--- src/rtl/multicycle_controller.sv ---
// Moore control unit for the multicycle RV32I datapath: sequences each instruction
// through fetch/decode/execute/memory/writeback and drives the shared ALU and muxes.
module multicycle_controller (
  input  logic       clk,
  input  logic       reset,
  input  logic [6:0] op,
  input  logic [2:0] funct3,
  input  logic       funct7b5,
  input  logic       Zero,
  output logic       PCWrite,
  output logic       AdrSrc,
  output logic       MemWrite,
  output logic       IRWrite,
  output logic       RegWrite,
  output logic [1:0] ResultSrc,
  output logic [1:0] ALUSrcA,
  output logic [1:0] ALUSrcB,
  output logic [2:0] ALUControl,
  output logic [1:0] ImmSrc,
  output logic [3:0] state
);

  typedef enum logic [3:0] {
    FETCH    = 4'd0,
    DECODE   = 4'd1,
    MEMADR   = 4'd2,
    MEMREAD  = 4'd3,
    MEMWB    = 4'd4,
    MEMWRITE = 4'd5,
    EXECUTER = 4'd6,
    ALUWB    = 4'd7,
    EXECUTEI = 4'd8,
    JAL      = 4'd9,
    BEQ      = 4'd10
  } statetype;

  typedef struct packed {
    logic       pcupdate;
    logic       branch;
    logic       adrsrc;
    logic       irwrite;
    logic       regwrite;
    logic       memwrite;
    logic [1:0] resultsrc;
    logic [1:0] alusrca;
    logic [1:0] alusrcb;
    logic [1:0] aluop;
  } ctltype;

  localparam logic [6:0] OP_LW  = 7'b0000011;
  localparam logic [6:0] OP_SW  = 7'b0100011;
  localparam logic [6:0] OP_R   = 7'b0110011;
  localparam logic [6:0] OP_I   = 7'b0010011;
  localparam logic [6:0] OP_JAL = 7'b1101111;
  localparam logic [6:0] OP_BEQ = 7'b1100011;

  statetype cur, nxt;
  ctltype   ctl;

  // Control word for a given state; registering it alongside the state keeps the
  // outputs glitch-free and aligned with the state they belong to.
  function automatic ctltype decode(input statetype s);
    ctltype c;
    c = '0;
    case (s)
      FETCH:    begin c.irwrite = 1'b1; c.alusrcb = 2'b10; c.resultsrc = 2'b10; c.pcupdate = 1'b1; end
      DECODE:   begin c.alusrca = 2'b01; c.alusrcb = 2'b01; end
      MEMADR:   begin c.alusrca = 2'b10; c.alusrcb = 2'b01; end
      MEMREAD:  c.adrsrc = 1'b1;
      MEMWB:    begin c.resultsrc = 2'b01; c.regwrite = 1'b1; end
      MEMWRITE: begin c.adrsrc = 1'b1; c.memwrite = 1'b1; end
      EXECUTER: begin c.alusrca = 2'b10; c.aluop = 2'b10; end
      EXECUTEI: begin c.alusrca = 2'b10; c.alusrcb = 2'b01; c.aluop = 2'b10; end
      ALUWB:    c.regwrite = 1'b1;
      JAL:      begin c.alusrca = 2'b01; c.alusrcb = 2'b10; c.pcupdate = 1'b1; end
      BEQ:      begin c.alusrca = 2'b10; c.aluop = 2'b01; c.branch = 1'b1; end
      default:  c = '0;
    endcase
    return c;
  endfunction

  always_comb begin
    nxt = FETCH;
    case (cur)
      FETCH:  nxt = DECODE;
      DECODE: begin
        case (op)
          OP_LW, OP_SW: nxt = MEMADR;
          OP_R:         nxt = EXECUTER;
          OP_I:         nxt = EXECUTEI;
          OP_JAL:       nxt = JAL;
          OP_BEQ:       nxt = BEQ;
          default:      nxt = FETCH;
        endcase
      end
      MEMADR:                   nxt = (op == OP_LW) ? MEMREAD : MEMWRITE;
      MEMREAD:                  nxt = MEMWB;
      EXECUTER, EXECUTEI, JAL:  nxt = ALUWB;
      default:                  nxt = FETCH;
    endcase
  end

  always_ff @(posedge clk) begin
    if (reset) begin
      cur <= FETCH;
      ctl <= decode(FETCH);
    end else begin
      cur <= nxt;
      ctl <= decode(nxt);
    end
  end

  // Enables are gated by reset directly so nothing is written while reset is held.
  assign PCWrite   = ~reset & (ctl.pcupdate | (ctl.branch & Zero));
  assign IRWrite   = ~reset & ctl.irwrite;
  assign RegWrite  = ~reset & ctl.regwrite;
  assign MemWrite  = ~reset & ctl.memwrite;
  assign AdrSrc    = ctl.adrsrc;
  assign ResultSrc = ctl.resultsrc;
  assign ALUSrcA   = ctl.alusrca;
  assign ALUSrcB   = ctl.alusrcb;
  assign state     = cur;

  always_comb begin
    ALUControl = 3'b000;
    case (ctl.aluop)
      2'b01: ALUControl = 3'b001;
      2'b10: begin
        case (funct3)
          3'b000:  ALUControl = (op[5] & funct7b5) ? 3'b001 : 3'b000;
          3'b010:  ALUControl = 3'b101;
          3'b110:  ALUControl = 3'b011;
          3'b111:  ALUControl = 3'b010;
          default: ALUControl = 3'b000;
        endcase
      end
      default: ALUControl = 3'b000;
    endcase
  end

  always_comb begin
    ImmSrc = 2'b00;
    case (op)
      OP_SW:   ImmSrc = 2'b01;
      OP_BEQ:  ImmSrc = 2'b10;
      OP_JAL:  ImmSrc = 2'b11;
      default: ImmSrc = 2'b00;
    endcase
  end

endmodule

--- config.mk ---
export PLATFORM = sky130hd
export DESIGN_NAME = multicycle_controller
export DESIGN_NICKNAME = d
export VERILOG_FILES = /design/src/rtl/multicycle_controller.sv
export SDC_FILE = /design/constraint.sdc
export NUM_CORES = 1
export LEC_CHECK = 0
export CORE_MARGIN = 2
export CORE_UTILIZATION = 35
export CTS_BUF_LIST = sky130_fd_sc_hd__clkbuf_4
export CTS_CLUSTER_DIAMETER = 100
export DETAILED_ROUTE_END_ITERATION = 12
export PLACE_DENSITY = 0.63
export SLEW_MARGIN = 5
export SYNTH_ARGS = -nofsm -noshare
export SYNTH_HDL_FRONTEND = slang
export SYNTH_SLANG_ARGS = --single-unit
--- constraint.sdc ---
create_clock -name clk -period 3.8 [get_ports clk]
set_input_delay 0.38 -clock clk [delete_from_list [all_inputs] [get_ports clk]]
set_output_delay 0.38 -clock clk [all_outputs]
set_load 0.03 [all_outputs]
==> metrics.md <==
| Metric | Value |
|---|---|
| Site row count | 18 |
| Ant diodes | 0 |
| Die Y | 55.1 um |
| Die span in x | 55.1 um |
| TNS Setup | 0 ns |
| Static Leak | roughly 0.00046 uW |
| PortBufs | 33 |
| HP Class | reg -> reg |
| Routed length per instance | between 10 and 15 um |
| # DRC | 0 |
| Period utilization | 0.701 |
| I/O pins | 34 |
| CTS tree | built |
| Initial Utilization | 0.369 |
| Clock Skews | roughly 0.0012 ns |
| Largest cells by area after synthesis | dfxtp_1 (35%), nor2_1 (6.2%), buf_4 (4.9%), a21oi_1 (2.7%), ha_1 (2.7%) |
| Critical Path Fanout Max | 8 |
| Max-cap check violation count | 0 |
| CTS Buf Count | 3 |
| Pwr Density | between 200 and 300 nW/um2 |
| Vias per cell | roughly 5.2 |
| Final hold slack | 0.759 ns |
| # fillers | between 200 and 300 |
| Internal power | between 200 and 250 uW |
| All-Layer GR Usage | 0.153 |
| Synthesized Nets | 121 |
| Nets@finish | 150 |
| Die Area | 3030 um2 |
| First-pass GRT wire length | 3330 um |
| CTS max path bufs | 2 |
| Crit. End Element | output port |
| Largest net degree at the start of global routing | 18 |
| Share of cells above drive strength 1 | 0.114 |
| Reg clk slew, reported paths | around 0.080 ns |
| Peak supply drop | between 0.2 and 0.25 mV |
| RD Place Congestion | roughly 0.76 |
| DRT iter0 DRCs | 23 |
| # clock sinks | 16 |
| Crit-path leading delay family | buffers and inverters |
| Synth top area share | 0.351 |
| Final setup fails | 0 |
| CP peak stage delay | approximately 0.74 ns |
| Asr flop ratio synth | 0 |
| Register area | around 320 um2 |
| Worst Max-Slew Pin Slew | roughly 0.56 ns |
| Worst EP arrival | roughly 2.3 ns |
| Slew headroom | 0.622 |
| RSZ-0062 raised after global routing | no |
| Slowest library cell on the worst path | clkdlybuf4s50_1 |
| Root buffer cell | clkbuf_4 |
| Routed via count | between 800 and 900 |
| Yosys Warn Count | 0 |
| Clk_lat worst skew | 0.28 ns |
| Seq/Total Area, Yosys | 0.351 |
| Hold buffer count at cts | 0 |
| Critical Path, Cell by Cell | clkdlybuf4s50_1 -> nand4b_1 -> nor3_1 -> clkdlybuf4s50_1 |
| Final antenna-violating net count | 0 |
| Crit path buf inv count | 2 |
| Share of total power in the clock network | 0.252 |
| HPWL Detailed | about 1600 um |
| Vias in the first global route | roughly 790 |
| Combinational power share | 0.216 |
| Setup Buffers After CTS | 0 |
| Critical Path Start Type | primary input |
| Final hold violation count | 0 |
| Most used cell, CP | clkdlybuf4s50_1 |
| Post-cts resize count | 0 |
| Area leader, netlist | dfxtp_1 |
| Switching pwr | roughly 87 uW |
| Multi-input combinational cell area | 505 um2 |
| Reg power frac | 0.532 |
| Net Sw Frac | 0.262 |
| Count of different cell masters after synthesis | 44 |
| Slew Viols, Final | 0 |
| Cell area after synthesis | 913 um2 |
| Syn Area/Cell | 8.70 um2 |
| EDFF count, synth | 0 |
| Status | finished, final reports clean |
| WL final | 2040 um |
| Number of synthesized register bits | 16 |
| Max frequency | 0.375 GHz |
| Grt ovf | 0 |
| Post-layout minimum cycle time | 2.67 ns |
| Area grow syn2layout | 35.6% |
| Number of antenna violations at the first check in global routing | 0 |
| Util after Layout | 0.500 |
| Core Footprint | around 2500 um2 |
| CTS H-tree lvls | 1 |
| Gate Count Post-Synth | approximately 110 |
| Pre-antenna DRT Iters | 4 |
| Prevailing post-synth register cell | dfxtp_1 |
| Worst Path Required | 3.42 ns |
| Critical path class | in -> out |
## area by class of cell
| type | count | share of cell area |
|---|---|---|
| multi-input combinational | 74 | 0.408 |
| clock buffer | 3 | 0.0182 |
| inverter | 6 | 0.0182 |
| sequential | 16 | 0.259 |
| timing repair buffer | 33 | 0.267 |
| tap | 30 | 0.0303 |
## cell families after synthesis
group	Yosys count	share of synthesized area
AND/OR/NAND/NOR	51	0.348
AO/OA/AOI/OAI	18	0.145
flip-flops	16	0.351
buffers and inverters	15	0.0959
multiplexers	2	0.0233
adder cells (fa/ha/maj)	2	0.0274
XOR/XNOR	1	0.00959
## final timing paths
kind	from	endpoint	slack (ns)	depth (start not counted)
min	state[1]	ctl[8]	0.76	3
min reg2reg	state[1]	ctl[8]	0.76	3
max reg2reg	state[0]	ALUSrcA[0]	2.07	5
max	op[4]	ImmSrc[1]	1.13	4
## tightest hold or removal path, stage by stage, from the launching register on
cell	delay (ns)
dfxtp_1	0.40
nand2b_1	0.13
a211o_1	0.12
nor3_1	0.06
## cell usage after synthesis (all sizes together), types with 2 or more instances
library cell / n
and3: 3
inv: 6
ha: 2
nor2: 15
nor4b: 3
nand3: 5
and2: 2
nor3: 5
nor3b: 2
o21ai: 3
nand2: 4
nor2b: 3
dfxtp: 16
a21oi: 5
nor4: 2
buf: 8
## registers in the layout, indices dropped and copies added (netlist names)
name / cells
ALUSrcA: 2
state: 4
ResultSrc: 1
AdrSrc: 1
ALUSrcB: 2
ctl: 6
## placed cells by master, fill, tap and decap left out, types with 3 or more instances in the layout
cell / count
dfxtp_1: 16
inv_1: 6
clkdlybuf4s50_1: 33
nor2_1: 15
nand2_1: 4
nor3_1: 5
nand3_1: 5
clkbuf_4: 3
a21oi_1: 5
nor2b_1: 3
## per-stage QoR
stage	instances	setup slack [ns]	total power [uW]	instance area, um2
floorplan	105	1.75	223	913
global placement	159	1.20	252	1220
detailed placement	159	1.15	253	1220
CTS	162	1.14	336	1240
global route	162	1.01	351	1240
finish	162	1.13	332	1240
## power by group through the flow
| stage | clock [uW] | sequential (uW) | combinational, uW |
|---|---|---|---|
| finish | 83.6 | 177 | 71.8 |
| global route | 95.6 | 178 | 77.3 |
| CTS | 87.2 | 177 | 72.3 |
| detailed placement | 0 | 181 | 71.5 |
| global placement | 0 | 181 | 71.1 |
| floorplan | 0 | 182 | 40.8 |
## routing by layer
metal | vias up | GRT usage | wire [um]
met1 | 393 | 0.190 | 955
met2 | 20 | 0.260 | 956
met5 | - | 0 | 0
li1 | 425 | - | -
met3 | 2 | 0.0457 | 116
met4 | 0 | 0.0366 | 7
No activity file was read; power rests on OpenSTA's default activity.
